[config.mk]
export PLATFORM = sky130hd
export DESIGN_NAME = bin2bcd_8digits_seq
export DESIGN_NICKNAME = d
export VERILOG_FILES = /design/src/rtl/display_pkg.sv /design/src/rtl/bcd_add3_nibble.sv /design/src/rtl/bin2bcd_8digits_seq.sv
export SDC_FILE = /design/constraint.sdc
export NUM_CORES = 1
export LEC_CHECK = 0
export CAP_MARGIN = 20
export CORE_UTILIZATION = 30
export DETAILED_ROUTE_END_ITERATION = 6
export DONT_BUFFER_PORTS = 1
export RECOVER_POWER = 25
export SYNTH_ARGS = -nofsm -noshare
export SYNTH_HDL_FRONTEND = slang
export SYNTH_HIERARCHICAL = 1
export SYNTH_SLANG_ARGS = --single-unit
[constraint.sdc]
create_clock -name clk -period 3.6 [get_ports clk]
set_input_delay 0.18 -clock clk [delete_from_list [all_inputs] [get_ports clk]]
set_output_delay 0.18 -clock clk [all_outputs]
set_load 0.03 [all_outputs]
[src/rtl/display_pkg.sv]
// Shared display types: BCD digit types, conversion FSM states and a decimal-limit helper.
package display_pkg;

   localparam int NDIG_DEF = 8;

   typedef logic [3:0] bcd_t;
   typedef bcd_t [NDIG_DEF-1:0] bcd_vec_t;

   typedef enum logic [1:0] {IDLE, SHIFT, DONE} conv_state_t;

   // Largest value representable in n decimal digits (10^n - 1).
   function automatic longint unsigned max_dec(input int n);
      longint unsigned p;
      p = 1;
      for (int i = 0; i < n; i++) p = p * 10;
      return p - 1;
   endfunction

endpackage

[src/rtl/bcd_add3_nibble.sv]
// Shift-add-3 correction for one BCD digit: adds 3 when the digit is 5 or more.
module bcd_add3_nibble
   import display_pkg::*;
(
   input  bcd_t d_in,
   output bcd_t d_out
);

   assign d_out = (d_in >= 4'd5) ? d_in + 4'd3 : d_in;

endmodule

[src/rtl/bin2bcd_8digits_seq.sv]
// Sequential shift-add-3 binary-to-BCD converter, one input bit per clock.
// Optional leading-zero blanking enabled by macro LEADING_ZERO_BLANK_EN.
module bin2bcd_8digits_seq
   import display_pkg::*;
#(
   parameter int BIN_W = 27,
   parameter int NDIG  = NDIG_DEF
) (
   input  logic              clk,
   input  logic              rst,
   input  logic              start,
   input  logic [BIN_W-1:0]  bin_in,
   output logic              busy,
   output logic              done,
   output logic              overflow,
   output logic [4*NDIG-1:0] bcd_out,
   output logic [NDIG-1:0]   blank_mask
);

   localparam int              CNT_W   = $clog2(BIN_W + 1);
   localparam longint unsigned MAX_VAL = max_dec(NDIG);

   conv_state_t           state_q, state_d;
   logic [CNT_W-1:0]      cnt_q, cnt_d;
   logic [BIN_W-1:0]      shreg_q, shreg_d;
   bcd_t [NDIG-1:0]       scratch_q, scratch_d;
   logic                  ovf_pend_q, ovf_pend_d;
   logic                  overflow_q, overflow_d;
   bcd_t [NDIG-1:0]       bcd_q, bcd_d;
   logic [NDIG-1:0]       blank_q, blank_d;

   bcd_t [NDIG-1:0]           adj;
   logic [4*NDIG+BIN_W-1:0]   cat_sh;
   bcd_t [NDIG-1:0]           scratch_fin;
   logic [BIN_W-1:0]          shreg_fin;
   logic [NDIG-1:0]           blank_calc;

   genvar gi;
   generate
      for (gi = 0; gi < NDIG; gi++) begin : g_add3
         bcd_add3_nibble u_add3 (
            .d_in  (scratch_q[gi]),
            .d_out (adj[gi])
         );
      end
   endgenerate

   assign cat_sh      = {adj, shreg_q} << 1;
   assign scratch_fin = cat_sh[4*NDIG+BIN_W-1:BIN_W];
   assign shreg_fin   = cat_sh[BIN_W-1:0];

   // Blank every digit above the most significant nonzero one; digit 0 always shows.
   always_comb begin
      blank_calc = '0;
`ifdef LEADING_ZERO_BLANK_EN
      begin
         logic all_zero;
         all_zero = 1'b1;
         for (int i = NDIG - 1; i > 0; i--) begin
            all_zero      = all_zero && (scratch_fin[i] == 4'd0);
            blank_calc[i] = all_zero;
         end
      end
`endif
   end

   always_comb begin
      state_d    = state_q;
      cnt_d      = cnt_q;
      shreg_d    = shreg_q;
      scratch_d  = scratch_q;
      ovf_pend_d = ovf_pend_q;
      overflow_d = overflow_q;
      bcd_d      = bcd_q;
      blank_d    = blank_q;
      case (state_q)
         IDLE, DONE: begin
            if (start) begin
               state_d    = SHIFT;
               shreg_d    = bin_in;
               scratch_d  = '0;
               cnt_d      = CNT_W'(BIN_W);
               ovf_pend_d = 64'(bin_in) > MAX_VAL;
            end else begin
               state_d = IDLE;
            end
         end
         SHIFT: begin
            scratch_d = scratch_fin;
            shreg_d   = shreg_fin;
            cnt_d     = cnt_q - 1'b1;
            // Last shift: publish result; an oversized input saturates to all nines.
            if (cnt_q == CNT_W'(1)) begin
               state_d    = DONE;
               overflow_d = ovf_pend_q;
               bcd_d      = ovf_pend_q ? {NDIG{4'd9}} : scratch_fin;
               blank_d    = ovf_pend_q ? '0 : blank_calc;
            end
         end
         default: state_d = IDLE;
      endcase
   end

   always_ff @(posedge clk or posedge rst) begin
      if (rst) begin
         state_q    <= IDLE;
         cnt_q      <= '0;
         shreg_q    <= '0;
         scratch_q  <= '0;
         ovf_pend_q <= 1'b0;
         overflow_q <= 1'b0;
         bcd_q      <= '0;
         blank_q    <= '0;
      end else begin
         state_q    <= state_d;
         cnt_q      <= cnt_d;
         shreg_q    <= shreg_d;
         scratch_q  <= scratch_d;
         ovf_pend_q <= ovf_pend_d;
         overflow_q <= overflow_d;
         bcd_q      <= bcd_d;
         blank_q    <= blank_d;
      end
   end

   assign busy       = (state_q == SHIFT);
   assign done       = (state_q == DONE);
   assign overflow   = overflow_q;
   assign bcd_out    = bcd_q;
   assign blank_mask = blank_q;

endmodule

# After elaboration in Yosys (flattened, before gate mapping)
# Cells that the tools add are included.
dict set report totals {
  ff_bits 100
  out_inout_bits 43
  in_bits 30
}
dict set report op_classes {
  eq_ne 5
  mux 18
  addsub 9
  magnitude_cmp 9
  n_reduce_logical 6
}
# operator n
set op_table {}
lappend op_table {{$mux W32} 2}
lappend op_table {{$pmux W32 S2} 1}
lappend op_table {{$pmux W27 S2} 1}
lappend op_table {{$ge A4 B3 Y1 const B} 8}
lappend op_table {{$add A4 B2 Y4 const B} 7}
lappend op_table {{$mux W4} 7}
lappend op_table {{$gt A27 B27 Y1 const B} 1}
lappend op_table {{$mux W27} 1}
lappend op_table {{$pmux W5 S2} 1}
lappend op_table {{$reduce_and A2 Y1} 3}
lappend op_table {{$eq A5 B1 Y1 const B} 1}
lappend op_table {{$mux W5} 1}
lappend op_table {{$sub A5 B1 Y5 const B} 1}
lappend op_table {{$pmux W2 S2} 1}
lappend op_table {{$add A3 B2 Y3 const B} 1}
lappend op_table {{$mux W3} 1}
lappend op_table {{$eq A2 B1 Y1 const B} 1}
lappend op_table {{$eq A2 B2 Y1 const B} 1}
lappend op_table {{$logic_not A2 Y1} 1}
lappend op_table {{$mux W2} 1}
lappend op_table {{$ne A2 B1 Y1 const B} 1}
lappend op_table {{$ne A2 B2 Y1 const B} 1}
lappend op_table {{$reduce_bool A2 Y1} 1}
lappend op_table {{$reduce_or A2 Y1} 1}
lappend op_table {{$mux W1} 1}

# Depth between registers and ports, before layout
# Gate-level depths: netlist of the first run.
dict set report depth {
  word_depth 4
  mapped_depth 7
  ltp_nobuf 7
}

# Hierarchy
# Netlist of the first run, hierarchy kept.
# module instances cells_each area_per_inst_um2 seq_area_each_um2
set modules_own_cells {}
lappend modules_own_cells {bin2bcd_8digits_seq 1 372 4202.8 2502.4}
lappend modules_own_cells {bcd_add3_nibble 8 16 101.3 0.0}

# Worst setup path after synthesis of the first run
# OpenSTA, ideal clock, no wires.
dict set report synth_path {
  path_type {reg2reg}
  start {register state_q[1]}
  end {register bcd_q, in the netlist bcd_out[0]}
  path_stages_with_launch 6
  setup_time_ns 0.159
  slack_ns 1.915
  arrival_time_ns 1.526
  cell_sequence {dfrtp_1 > nand2b_1 > clkinv_1 > clkbuf_1 > clkbuf_1 > a31oi_1}
}
dict set report synth_between {
  elab_chain_cells 2
}
# item line_no
set synth_rtl {}
lappend synth_rtl {{start: declaration} bin2bcd_8digits_seq.sv:23} ;# conv_state_t state_q, state_d;
lappend synth_rtl {{start signal: assignment} bin2bcd_8digits_seq.sv:115} ;# state_q <= state_d;
lappend synth_rtl {{$eq A2 B1 Y1} -}
lappend synth_rtl {{via busy} bin2bcd_8digits_seq.sv:13} ;# output logic busy,
lappend synth_rtl {{$reduce_and A2 Y1 (no line)} -}
lappend synth_rtl {{end signal: assignment} bin2bcd_8digits_seq.sv:112} ;# bcd_q <= '0;
lappend synth_rtl {{end signal: assignment} bin2bcd_8digits_seq.sv:121} ;# bcd_q <= bcd_d;
lappend synth_rtl {{end: declaration} bin2bcd_8digits_seq.sv:29} ;# bcd_t [NDIG-1:0] bcd_q, bcd_d;
# The timed path passes the listed nets, and every way through them passes these cells.
# A chain may end at the register's enable or synchronous reset.

# Worst setup path after layout of the first run
dict set report layout_path {
  start {register state_q[0]}
  end {register scratch_q[3] in the netlist's numbering}
}
dict set report layout_between {
  elab_cells_between_ends 8
}
# item line_no
set layout_rtl {}
lappend layout_rtl {{$eq A2 B1 Y1 *} -}
lappend layout_rtl {{via busy} bin2bcd_8digits_seq.sv:13}
lappend layout_rtl {{$reduce_bool A2 Y1 (no line)} -}
lappend layout_rtl {{$reduce_and A2 Y1 (no line)} -}
lappend layout_rtl {{end signal: assignment} bin2bcd_8digits_seq.sv:118} ;# scratch_q <= scratch_d;
lappend layout_rtl {{end: declaration} bin2bcd_8digits_seq.sv:26} ;# bcd_t [NDIG-1:0] scratch_q, scratch_d;
# Mark *: on every way through the listed nets, which the timed path passes. The rest lies on a longest branch.

==> summary.txt, run 1 <==
Run status
  – Status: completed

Worst hold path
  – Min-Delay Path Class: input pin to flip-flop
  – Hold Crit Start: bin_in[25]

Finish
  – Fillers: 1,589
  – Nets: 563
  – Most common cell after layout, fill and taps aside: dfrtp_1
  – Most frequent cells in the layout: dfrtp_1 (100), nand2_1 (62), a22o_1 (33), nand3_1 (30), dlygate4sd3_1 (28)
  – Share of layout cells above drive strength 1: 9.038%
  – Inserted Diodes: 0
  – Area of the multi-input gates: 0.002258 mm²
  – Layout area overhead: 16.79%
  – Total area of sequential cells: 0.002502 mm²

Worst setup path
  – CP endpoint kind: flip-flop
  – Most used cell, CP: buf_4
  – CP arrival: 2810 ps
  – Cell with the largest stage delay on the worst path: clkinv_2
  – Worst path cell trace: nand2b_1 -> buf_4 -> clkinv_2 -> nor2_2 -> buf_4 -> a22o_1
  – CP Launch Type: flip-flop
  – FF-to-FF Start: state_q[0]
  – Critical path class: flip-flop to flip-flop
  – Crit Path Max Fanout: 32
  – Required time worst endpoint: 3880 ps
  – Critical path origin: state_q[0]
  – CP peak stage delay: 580 ps

STA
  – TNS Setup: 0 ps
  – Endpoints failing setup: 0
  – Worst slew margin: 6.684%
  – Final Skew: 8.496 ps
  – Max Freq: 394.6 MHz
  – Final period util: 70.40%
  – Final slew viol count: 0
  – Fin crit period: 2534 ps
  – RSZ-0062 raised after global routing: no
  – Final count of hold timing violations: 0
  – Hold slack: 121.6 ps
  – Worst-margin pin slew: 1392 ps

Route
  – Vias per std cell: 5.011
  – Vias: 3,688
  – Total wire length: 11,110 µm
  – Wirelength per Cell: 15.09 µm
  – Final ANT Viol Nets: 0
  – Drt first pass iters: 4
  – DRC viols: 0
  – Drt initial violations: 180

Power
  – Pwr Density: 1016 mW/mm²
  – LEAKAGE: 0.002642 µW
  – Switching Share: 42.09%
  – Sequential power share: 42.7%
  – Peak supply drop: 385.8 µV
  – Sw power: 2495 µW
  – Combinational power share: 38.8%
  – Clock group share of total power: 18.5%
  – Int Pwr: 3433 µW

Die
  – FP Rows: 46
  – Core Area: 0.01606 mm²
  – Starting Density: 31.10%
  – Die width: 131.0 µm
  – Io pins: 73
  – Die ar.: 0.01716 mm²
  – Die height: 131.0 µm

GRT
  – Initial antenna violation count: 0
  – Tot GR Track Use: 13.66%
  – Global-route wire length before repair: 18,060 µm
  – Largest net degree at the start of global routing: 66
  – Vias in the first global route: 3,664
  – Gr ovfl total: 0

Synthesis
  – Cells after synthesis: 496
  – Post-synth design cell area: 0.004994 mm²
  – Ys Warns: 6
  – Syn avg cell area: 10.07 µm²

Clock tree
  – Root buf cell: clkbuf_16
  – Htree depth: 3
  – Skew-Pair Late Insertion Delay: 340 ps
  – Sink Count: 100
  – TritonCTS clock tree: built
  – Setup bufs post-CTS: 0
  – Clock slew seen by the registers of the worst setup and hold paths: 70 ps
  – CTS Buf Count: 9
  – Maximum root-to-sink buffer count: 2

Job
  – Max cap viols: 0

Placement
  – IO buf count: 0
  – Gpl congestion: 0.7542
  – Detailed placement HPWL: 7054 µm
[power groups by stage]
| stage | Combinational, µW | Clock [µW] | Sequential (µW) |
|---|---|---|---|
| 5_1_grt | 2620 | 1170 | 2610 |
| 3_5_place_dp | 2220 | 0 | 2580 |
| 4_1_cts | 2240 | 1130 | 2580 |
| 3_3_place_gp | 2120 | 0 | 2570 |
| 2_1_floorplan | 1890 | 0 | 2380 |
| 6_report | 2300 | 1100 | 2530 |
[metal layers]
| metal | up-vias | part of all wire (%) | global-route usage [%] |
|---|---|---|---|
| met1 | 1824 | 46 | 17.12 |
| met4 | 0 | 1.0 | 3.651 |
| met3 | 11 | 4.9 | 4.316 |
| li1 | 1772 | - | - |
| met2 | 81 | 49 | 22.63 |
| met5 | - | 0 | 0 |
[registers in the layout (all words and copies together) (netlist names)]
register and count:
state_q 2, bcd_out 32, scratch_q 32, overflow 1, ovf_pend_q 1, shreg_q 27
cnt_q 5
[critical path, delay by kind of cell, from the launching register on]
family          cells  cell delay (ps)
compound gates      1              190
buf+inv             3             1300
simple gates        2              500
flops               1              420
[metrics by stage]
stage	total power [µW]	instances	util (%)	area, µm²	setup WS, ps
2_1_floorplan	4276	503	-	5020	801.2
3_3_place_gp	4688	690	32.24	5177	1245
3_5_place_dp	4802	690	32.24	5177	1154
4_1_cts	5950	734	36.06	5791	1152
5_1_grt	6393	736	36.32	5832	940.8
6_report	5928	736	36.32	5832	1066
[area by class of cell]
cell class,instances,area share (%)
Multi-Input combinational cell,344,38.73
Tap cell,216,4.634
Sequential cell,100,42.91
Timing Repair Buffer,38,6.565
Clock buffer,11,3.991
Clock inverter,5,1.716
Inverter,22,1.459
[path summary, 6_finish.rpt]
path	endpoint	slack (ps)	depth (start not counted)
hold reg to reg	shreg_q[21]	500	2
min in group asynchronous	shreg_q[19]	600	2
setup reg to reg	scratch_q[3]	1070	6
max in group asynchronous	scratch_q[17]	1940	3
hold / removal	ovf_pend_q	120	3
setup / recovery	scratch_q[3]	1070	6
[what timing repair did]
| item | 4_1_cts | 5_1_grt |
|---|---|---|
| hold endpoints to repair | 57 | 0 |
| resized for setup | 0 | 0 |
| hold buffers | 28 | 0 |
Note: power is estimated with default switching activity, not from simulation.
==> run 2, diff against run 1 <==
==> constraint.sdc (replaced) <==
create_clock -name clk -period 2.6 [get_ports clk]
set_input_delay 0.13 -clock clk [delete_from_list [all_inputs] [get_ports clk]]
set_output_delay 0.13 -clock clk [all_outputs]
set_load 0.03 [all_outputs]
==> run 2 against run 1 <==
  * First-iteration DRC count is 46% higher
  * Critical path type is now flip-flop to output pin
  * Via count hardly changed
  * Flip-flop and latch count unchanged
  * Non-clock buffer count grew 1
  * Sequential power rose by 38%
  * Critical endpoint is now busy
  * Die area is the same
  * Clock power rose by 33%
  * Register-to-register slack got worse by 320 ps
  * Critical path depth decreased by 3
  * Design area is 0.39% lower
==> summary.txt, run 2 (same netlist as run 1, synthesis figures left out) <==
Power
  – Combinational power share: 38.9% (was 38.8%)
  – Clock group share of total power: 17.9% (was 18.5%)
  – Peak supply drop: 500.4 µV (was 385.8 µV)
  – LEAKAGE: 0.002630 µW (was 0.002642 µW)
  – Switching Share: 42.38% (was 42.09%)
  – Sw power: 3438 µW (was 2495 µW)
  – Pwr Density: 1396 mW/mm² (was 1016 mW/mm²)
  – Sequential power share: 43.1% (was 42.7%)
  – Int Pwr: 4673 µW (was 3433 µW)

GRT
  – Gr ovfl total: 0 (unchanged)
  – Initial antenna violation count: 0 (unchanged)
  – Tot GR Track Use: 13.83% (was 13.66%)
  – Vias in the first global route: 3,772 (was 3,664)
  – Largest net degree at the start of global routing: 101 (was 66)
  – Global-route wire length before repair: 18,610 µm (was 18,060 µm)

Worst setup path
  – Critical path class: flip-flop to output pin (was flip-flop to flip-flop)
  – Crit Path Max Fanout: 35 (was 32)
  – Required time worst endpoint: 2470 ps (was 3880 ps)
  – CP endpoint kind: output pin (was flip-flop)
  – CP Launch Type: flip-flop (unchanged)
  – FF-to-FF Start: state_q[0] (unchanged)
  – CP arrival: 1750 ps (was 2810 ps)
  – Critical path origin: state_q[1] (was state_q[0])

Route
  – Final ANT Viol Nets: 0 (unchanged)
  – Total wire length: 11,070 µm (was 11,110 µm)
  – Vias: 3,689 (was 3,688)
  – Met1 wire length: 4809 µm (was 5053 µm)
  – WL met3: 672 µm (was 541 µm)
  – Drt initial violations: 263 (was 180)
  – Drt first pass iters: 5 (was 4)
  – Wirelength per Cell: 15.04 µm (was 15.09 µm)
  – Wire length on met2: 5507 µm (was 5398 µm)
  – DRC viols: 0 (unchanged)
  – Vias per std cell: 5.012 (was 5.011)
  – Uppermost layer routed: met4 (unchanged)

Placement
  – Placed cell count: 692 (was 690)
  – IO buf count: 0 (unchanged)
  – Gpl congestion: 0.7655 (was 0.7542)
  – Detailed placement HPWL: 7117 µm (was 7054 µm)

Finish
  – Most frequent cells in the layout: dfrtp_1 (100), nand2_1 (62), a22o_1 (33), nand3_1 (30), dlygate4sd3_1 (29) (was dfrtp_1 (100), nand2_1 (62), a22o_1 (33), nand3_1 (30), dlygate4sd3_1 (28))
  – Inserted Diodes: 0 (unchanged)
  – Layout area overhead: 16.34% (was 16.79%)
  – Final Non-Filler Cells: 736 (unchanged)
  – Nets: 564 (was 563)
  – Most common cell after layout, fill and taps aside: dfrtp_1 (unchanged)
  – Share of layout cells above drive strength 1: 9.231% (was 9.038%)

STA
  – Max Freq: 532.3 MHz
  – Hold slack: 81.88 ps (was 121.6 ps)
  – RSZ-0062 raised after global routing: no (unchanged)
  – Worst slew margin: 9.205% (was 6.684%)
  – Final slew viol count: 0 (unchanged)
  – Fin crit period: 1879 ps
  – Final period util: 72.25%
  – TNS Setup: 0 ps (unchanged)
  – Worst-margin pin slew: 1362 ps (was 1392 ps)
  – Final Skew: 5.949 ps (was 8.496 ps)
  – Final count of hold timing violations: 0 (unchanged)
  – Endpoints failing setup: 0 (unchanged)

Worst hold path
  – Min-Delay Path Class: input pin to flip-flop (unchanged)
  – Hold Crit Start: bin_in[25] (unchanged)

Die
  – Die ar.: 0.01716 mm² (unchanged)
  – Die height: 131.0 µm (unchanged)
  – Starting Density: 31.10% (unchanged)
  – Die width: 131.0 µm (unchanged)
  – Core Area: 0.01606 mm² (unchanged)
  – FP Rows: 46 (unchanged)
  – Io pins: 73 (unchanged)

Clock tree
  – Sink Count: 100 (unchanged)
  – Clock slew seen by the registers of the worst setup and hold paths: 70 ps (about the same)
  – CTS Buf Count: 9 (unchanged)
  – Skew-Pair Late Insertion Delay: 340 ps (about the same)
  – Maximum root-to-sink buffer count: 2 (unchanged)
  – TritonCTS clock tree: built (unchanged)
  – Root buf cell: clkbuf_16 (unchanged)
  – Htree depth: 3 (unchanged)

Run status
  – Status: completed (unchanged)

Job
  – Max cap viols: 0 (unchanged)
## run 2: cell types whose count changed in the layout (fill, tap and decap cells not counted), sizes merged
cell         delta
buf             -1
bufinv          -1
clkbuf          +1
clkinv          -1
clkinvlp        +1
dlygate4sd3     +1
## run 2: routing by layer
metal  vias up  GRT usage (%)
met2       108          23.34
met5         -              0
li1       1764              -
met4         0          3.381
met3        10          4.112
met1      1807          17.28
## run 2: worst paths after layout
kind	cells after the start	endpoint	slack, ps
max in group asynchronous	3	scratch_q[4]	950
hold / removal	3	ovf_pend_q	80
min in group asynchronous	3	shreg_q[21]	750
setup reg to reg	5	scratch_q[19]	750
setup / recovery	3	busy	720
hold reg to reg	2	shreg_q[25]	500
## run 2: power by group through the flow
stage,logic (µW),clock network (µW),registers (µW)
5_1_grt,3600,1550,3630
4_1_cts,3200,1490,3530
2_1_floorplan,2620,0,3300
6_report,3160,1460,3500
3_3_place_gp,3000,0,3510
3_5_place_dp,3150,0,3540
## run 2: repair_timing
item	CTS	global route
setup buffers	0	0
endpoints found under the hold margin	128	0
gates resized for setup	0	0
hold buffers	29	0
## run 2: area by class of cell
class / count / area (µm²)
fill: 1583 / 10250
sequential: 100 / 2502
multi-input combinational: 344 / 2258
timing repair buffer: 39 / 365.4
tap: 216 / 270.3
clock buffer: 11 / 252.7
inverter: 22 / 87.58
clock inverter: 4 / 72.57
## run 2: stage by stage
step | util, % | instance area, µm² | setup WS (ps) | power [µW]
after floorplan | - | 5024 | 915.2 | 5922
after global placement | 32.42 | 5206 | 796.9 | 6510
after detailed placement | 32.42 | 5206 | 745.0 | 6693
after CTS | 36.26 | 5822 | 707.2 | 8209
after global routing | 36.18 | 5809 | 581.0 | 8786
final | 36.18 | 5809 | 721.5 | 8111
## run 2: worst max-delay path, stage by stage, from the launching register on
cell and delay [ps]:
dfrtp_1 400, nand2b_1 170, clkinv_2 350, buf_4 480
